## config.mk

```make
export PLATFORM = sky130hd
export DESIGN_NAME = mem_bank_flat
export DESIGN_NICKNAME = d
export VERILOG_FILES = /design/src/rtl/mem_bank_if.sv /design/src/rtl/mem_bank.sv /design/src/flat_wrapper.sv
export SDC_FILE = /design/constraint.sdc
export NUM_CORES = 2
export LEC_CHECK = 0
export ABC_AREA = 1
export ABC_CLOCK_PERIOD_IN_PS = 4600
export CAP_MARGIN = 25
export CORE_MARGIN = 8
export CORE_UTILIZATION = 52
export CTS_CLUSTER_SIZE = 40
export DETAILED_ROUTE_END_ITERATION = 12
export PLACE_DENSITY = 0.66
export SYNTH_ARGS = -nofsm -noshare
export SYNTH_HDL_FRONTEND = slang
export SYNTH_SLANG_ARGS = --single-unit
```

## constraint.sdc

```tcl
create_clock -name clk -period 4.6 [get_ports clk]
set_clock_uncertainty 0.2 [all_clocks]
set_input_delay 1.15 -clock clk [delete_from_list [all_inputs] [get_ports clk]]
set_output_delay 1.15 -clock clk [all_outputs]
set_load 0.05 [all_outputs]
```

## src/rtl/mem_bank_if.sv

```systemverilog
// Bus bundle for the mem_bank storage: request side driven by the datapath,
// read data and the misalignment flag returned by the bank.
interface mem_bank_if;
  logic        memread;
  logic        memwrite;
  logic [7:0]  address;
  logic [31:0] writedata;
  logic [3:0]  byteen;
  logic [31:0] readdata;
  logic        misaligned;

  modport master (
    output memread, memwrite, address, writedata, byteen,
    input  readdata, misaligned
  );

  modport slave (
    input  memread, memwrite, address, writedata, byteen,
    output readdata, misaligned
  );
endinterface

```

## src/rtl/mem_bank.sv

```systemverilog
// Word-organised data memory with byte addressing and per-byte write enables.
// Reads are registered and return the contents from before any write on the
// same edge. Bits [1:0] of the address never change which word is selected.
module mem_bank #(
  parameter int DEPTH  = 64,
  parameter int DATA_W = 32
) (
  input  logic       clk,
  input  logic       rst_n,
  mem_bank_if.slave  bus
);

  localparam int AW    = $clog2(DEPTH);
  localparam int NLANE = DATA_W / 8;

  logic [DATA_W-1:0] r_mem [DEPTH];
  logic [DATA_W-1:0] r_readdata;
  logic [AW-1:0]     w_idx;

  assign w_idx = bus.address[AW+1:2];

  // Storage and read register: cleared by reset. The read samples the old word
  // because the write to the same word only lands at the end of this edge.
  always_ff @(posedge clk or negedge rst_n) begin
    if (!rst_n) begin
      for (int i = 0; i < DEPTH; i++) begin
        r_mem[i] <= '0;
      end
      r_readdata <= '0;
    end else begin
      if (bus.memwrite) begin
        for (int k = 0; k < NLANE; k++) begin
          if (bus.byteen[k]) begin
            r_mem[w_idx][8*k +: 8] <= bus.writedata[8*k +: 8];
          end
        end
      end
      if (bus.memread) begin
        r_readdata <= r_mem[w_idx];
      end
    end
  end

  assign bus.readdata   = r_readdata;
  // Flag only; the access still goes to the word selected by address[7:2].
  assign bus.misaligned = (bus.memread | bus.memwrite) & (bus.address[1:0] != 2'b00);

endmodule

```

## src/flat_wrapper.sv

```systemverilog
// flat-port wrapper written by rule: the top's interface ports become plain ports
module mem_bank_flat 
#(
  parameter int DEPTH  = 64,
  parameter int DATA_W = 32
)
  (clk, rst_n, bus_memread, bus_memwrite, bus_address, bus_writedata, bus_byteen, bus_readdata, bus_misaligned);
  mem_bank_if bus_i ();
  input  logic clk;
  input  logic rst_n;
  input wire logic [$bits(bus_i.memread)-1:0] bus_memread;
  input wire logic [$bits(bus_i.memwrite)-1:0] bus_memwrite;
  input wire logic [$bits(bus_i.address)-1:0] bus_address;
  input wire logic [$bits(bus_i.writedata)-1:0] bus_writedata;
  input wire logic [$bits(bus_i.byteen)-1:0] bus_byteen;
  output wire logic [$bits(bus_i.readdata)-1:0] bus_readdata;
  output wire logic [$bits(bus_i.misaligned)-1:0] bus_misaligned;
  assign bus_i.memread = bus_memread;
  assign bus_i.memwrite = bus_memwrite;
  assign bus_i.address = bus_address;
  assign bus_i.writedata = bus_writedata;
  assign bus_i.byteen = bus_byteen;
  assign bus_readdata = bus_i.readdata;
  assign bus_misaligned = bus_i.misaligned;
  mem_bank #(.DEPTH(DEPTH), .DATA_W(DATA_W)) u_core (.clk(clk), .rst_n(rst_n), .bus(bus_i));
endmodule
```

==> impl.org <==
** Final layout
- Share of post-route cells with drive strength above 1 :: under 10%
- Once layout is complete, the cells apart from fillers number approximately 16000.
- Fill count :: roughly 18000
- The net count of the finished layout is approximately 13000.
- Core Util, Final :: 57.9%
- Final std cell area, no fill :: 109000 um2
- Syn-to-layout area delta :: 10.8%

** Route
- In the routed design, unresolved DRC markers number 0.
- Detailed Route WL :: between 300 and 400 mm
- Number of violations reported at the end of detailed-routing iteration 0 :: approximately 10000
- Once detail routing completed, the nets flagged for antenna violations numbered 0.
- Via count of the routed design :: a little under 90000
- DR pass1 iterations :: 6
- In the final routed layout, each cell accounts on average for ~20 um.
- Dividing the detail-routed via count by the number of cells gives ~5.5.

** Power
- Cell leakage power :: approximately 56 nW
- Sum of internal, switching and leakage power :: about 44 mW
- Portion of total power attributed to sequential cells :: a little under half
- Summed over all nets, the switching power comes to between 10 and 15 mW.
- Net switching is about a quarter of the power.
- IR Drop Worst-Case VDD :: between 0.0003 and 0.0004 V
- The internal portion of the total power is between 30 and 40 mW.
- Share of total power in combinational logic :: 10.8%
- Of the total power, the clock network draws between 40% and 50%.
- Total power density per cell area :: 400 nW/um2

** GRT
- The first global-routing pass estimated 490 mm of wire.
- Largest net degree at the start of global routing :: ~160
- The number of global-route vias before repair is slightly above 80000.
- GRT Residual Overflow :: 0
- Global routing consumed, over all layers together, between 30% and 40% of the routing resources.
- Antenna violations before repair :: 9

** Critical path
- Setup slack on the worst reg-to-reg path comes out at roughly 2.6 ns.
- Critical Path End Type :: output port
- Arrival @ worst endpoint :: between 2 and 3 ns
- In this run the worst path has a maximum fanout of 5.
- Crit Path Class :: in2out
- Most numerous cell on the critical path :: sky130_fd_sc_hd__clkdlybuf4s50_1
- Traced cell by cell, the critical path runs through clkdlybuf4s50_1 -> o22a_1 -> clkdlybuf4s50_1.
- Critical Path RT :: between 3 and 4 ns
- CP max-delay cell :: sky130_fd_sc_hd__clkdlybuf4s50_1
- The worst setup path is launched from an input port.
- Maximum cell stage delay along the critical path :: 0.81 ns

** Clock network
- H-Tree Level Count :: 4
- The clock passes through at most 3 buffers.
- Clock latency on the worst-skew pair, taken at its later pin, is 0.89 ns.
- Cell chosen for the clock root :: sky130_fd_sc_hd__clkbuf_16
- Clock tree from TritonCTS :: yes
- Clock transition at path regs :: 0.06 ns
- Number of clock buffers inserted by TritonCTS :: 220
- Post-cts gate resize count :: 0
- Number of clock sinks :: 2080

** Timing
- The number of max-slew violations in the final report is 0.
- Period utilisation layout :: 87.5%
- Setup repair after global routing left no endpoint under its margin.
- Total Negative Setup Slacks :: 0 ns
- Timing-limited maximum frequency :: approximately 250 MHz
- Worst slew slack as a fraction of its limit :: about a quarter
- Number of hold violations in the final report :: 0
- The worst path needs 4.03 ns of the cycle, external delays included.
- Number of setup violations in the final report :: 0
- Transition at the pin with the smallest max-transition slack :: ~1.1 ns

** Floorplanning
- Core outline area :: approximately 190000 um2
- Starting density of the core :: 52.3%
- The die covers just over 200000 um2.
- For this design the top-level I/O count stands at 81.
- Height of the chip :: roughly 450 um
- Num rows :: 159
- Die Wd :: ~450 um

** Placed design
- Placed Cells :: roughly 15000
- Final weighted congestion in routability-driven placement :: 0.894
- Post-DP HPWL :: a little under 200 mm
- Port buffer count :: 80
- In this run the cell area measured after placement is 101000 um2.

** Worst hold path
- Min-Delay Path Class :: reg2reg

** Yosys
- Adder-cell share of the synthesized area :: 0%
- When the netlist entered floorplanning its net count stood at between 10000 and 15000.
- Parity-gate share of the synthesized area counting xor and xnor cells :: 0%
- The portion of synthesized area spent on multiplexers is 0%.
- The netlist uses 22 different library cells.
- Synth Cell Area :: about 98000 um2
- Cells taking the most area after synthesis :: sky130_fd_sc_hd__dfrtp_1, sky130_fd_sc_hd__nand2_1, sky130_fd_sc_hd__o21ai_0, sky130_fd_sc_hd__clkbuf_1, sky130_fd_sc_hd__o21ai_1
- The synthesized netlist devotes around a third of its cell area to simple gates.
- Warning count from the yosys run :: 0
- The synthesized netlist devotes 10.6% of its cell area to compound gates.
- After synthesis, the largest family of logic cells by area is simple AND/OR/NAND/NOR gates.
- The share of the Yosys chip area taken by registers is 53.0%.
- Synthesis produced a netlist whose cell count is around 13000.
- Library cell with the largest summed area after synthesis :: sky130_fd_sc_hd__dfrtp_1
- Number of synthesized register bits :: 2080
- In this run the mean area of a mapped cell was around 7.3 um2.
- The synthesized design devotes to its leading area cell type between 50% and 60% of total area.

** Job
- Across the run, the number of max-cap violations was 0.

** Outcome
- Status :: complete, no violations
cells in the mapped netlist:
cell type                  number
sky130_fd_sc_hd__inv_2         15
sky130_fd_sc_hd__nand2_2       90
sky130_fd_sc_hd__nor2_1        79
sky130_fd_sc_hd__buf_2        163
sky130_fd_sc_hd__nor2_2        29
sky130_fd_sc_hd__nand2_1     7940
sky130_fd_sc_hd__nor2_4        30
sky130_fd_sc_hd__inv_4          3
sky130_fd_sc_hd__clkinv_1      33
sky130_fd_sc_hd__o211ai_1       4
sky130_fd_sc_hd__dfrtp_1     2080
sky130_fd_sc_hd__clkbuf_1     662
sky130_fd_sc_hd__o21ai_1      273
sky130_fd_sc_hd__inv_1         81
sky130_fd_sc_hd__o22a_1         1
sky130_fd_sc_hd__nor3_1         1
sky130_fd_sc_hd__a21oi_1        9
sky130_fd_sc_hd__nor3_4         7
sky130_fd_sc_hd__o21ai_0     1781
sky130_fd_sc_hd__buf_1         71
sky130_fd_sc_hd__or2_2         34
sky130_fd_sc_hd__nand3_1       42
power by group through the flow:
stage,clock (mW),sequential [mW],combinational (mW)
after floorplan,0,20.7,2.94
after global placement,0,20.8,4.59
after detailed placement,0,20.9,4.71
after CTS,18.4,20.6,4.73
after global routing,19.2,20.8,5.37
final,18.2,20.6,4.72
worst max-delay path: cells and delay by family:
family | cells | cell delay (ns)
buffers and inverters | 2 | 1.35
AO/OA/AOI/OAI | 1 | 0.17
timing repair:
item | in CTS | in global routing
hold buffers | 1 | 0
buffers inserted | 0 | 0
endpoints found under the hold margin | 24 | 0
cell families (layout without fill, tap and decap cells):
family	Yosys count	after routing
compound gates	2068	2068
buf+inv	1028	873
flops	2080	2080
other cells	0	10
simple gates	8252	8252
final timing paths:
check | cells after the start | from | endpoint
hold / removal | 2 | u_core.r_mem[939] | u_core.r_mem[939]
max in group asynchronous | 4 | rst_n | u_core.r_mem[265]
min in group asynchronous | 2 | rst_n | u_core.r_mem[1490]
hold reg to reg | 2 | u_core.r_mem[939] | u_core.r_mem[939]
setup / recovery | 3 | bus_memwrite | bus_misaligned
setup reg to reg | 10 | u_core.r_mem[172] | u_core.bus.readdata[12]
flip-flops by register name (all words and copies together), names as in the netlist:
signal / flops
u_core.bus.readdata: 32
u_core.r_mem: 2048
through the flow:
stage                     hold slack (ns)  setup slack (ns)
final                               0.280             0.574
after global routing                0.297             0.513
after CTS                           0.280             0.558
after detailed placement            0.265            0.0195
after global placement              0.260            -0.182
after floorplan                     0.245              1.45
cell type report:
cell class                      count  area (um2)  share of cell area, %
Tap cell                         2495        3120                   2.87
Multi-Input combinational cell  10300       42100                   38.7
Antenna cell                       10        25.0                 0.0230
Clock inverter                     61         781                  0.718
Inverter                          132         526                  0.483
Clock buffer                      343        6630                   6.10
Timing Repair Buffer              337        3560                   3.27
Sequential cell                  2080       52000                   47.8
placed cells by master, fill, tap and decap left out, drive strengths merged, types with 2 or more instances in the layout:
cell           count
o211ai             4
clkinvlp           2
buf              261
nor3               8
clkbuf           343
nor2             138
clkdlybuf4s50     75
nand3             42
bufinv            16
inv              135
a21oi              9
or2               34
o21ai           2054
clkinv            40
diode             10
dfrtp           2080
nand2           8030
per-layer routing:
| metal | vias up | wire [um] | GRT usage (%) |
|---|---|---|---|
| met5 | - | 26 | 0 |
| met4 | 4 | 16600 | 14.4 |
| met2 | 3291 | 139000 | 46.4 |
| met1 | 41700 | 135000 | 42.0 |
| met3 | 648 | 26600 | 6.72 |
| li1 | 41100 | - | - |
No activity file was read; power rests on OpenSTA's default activity.
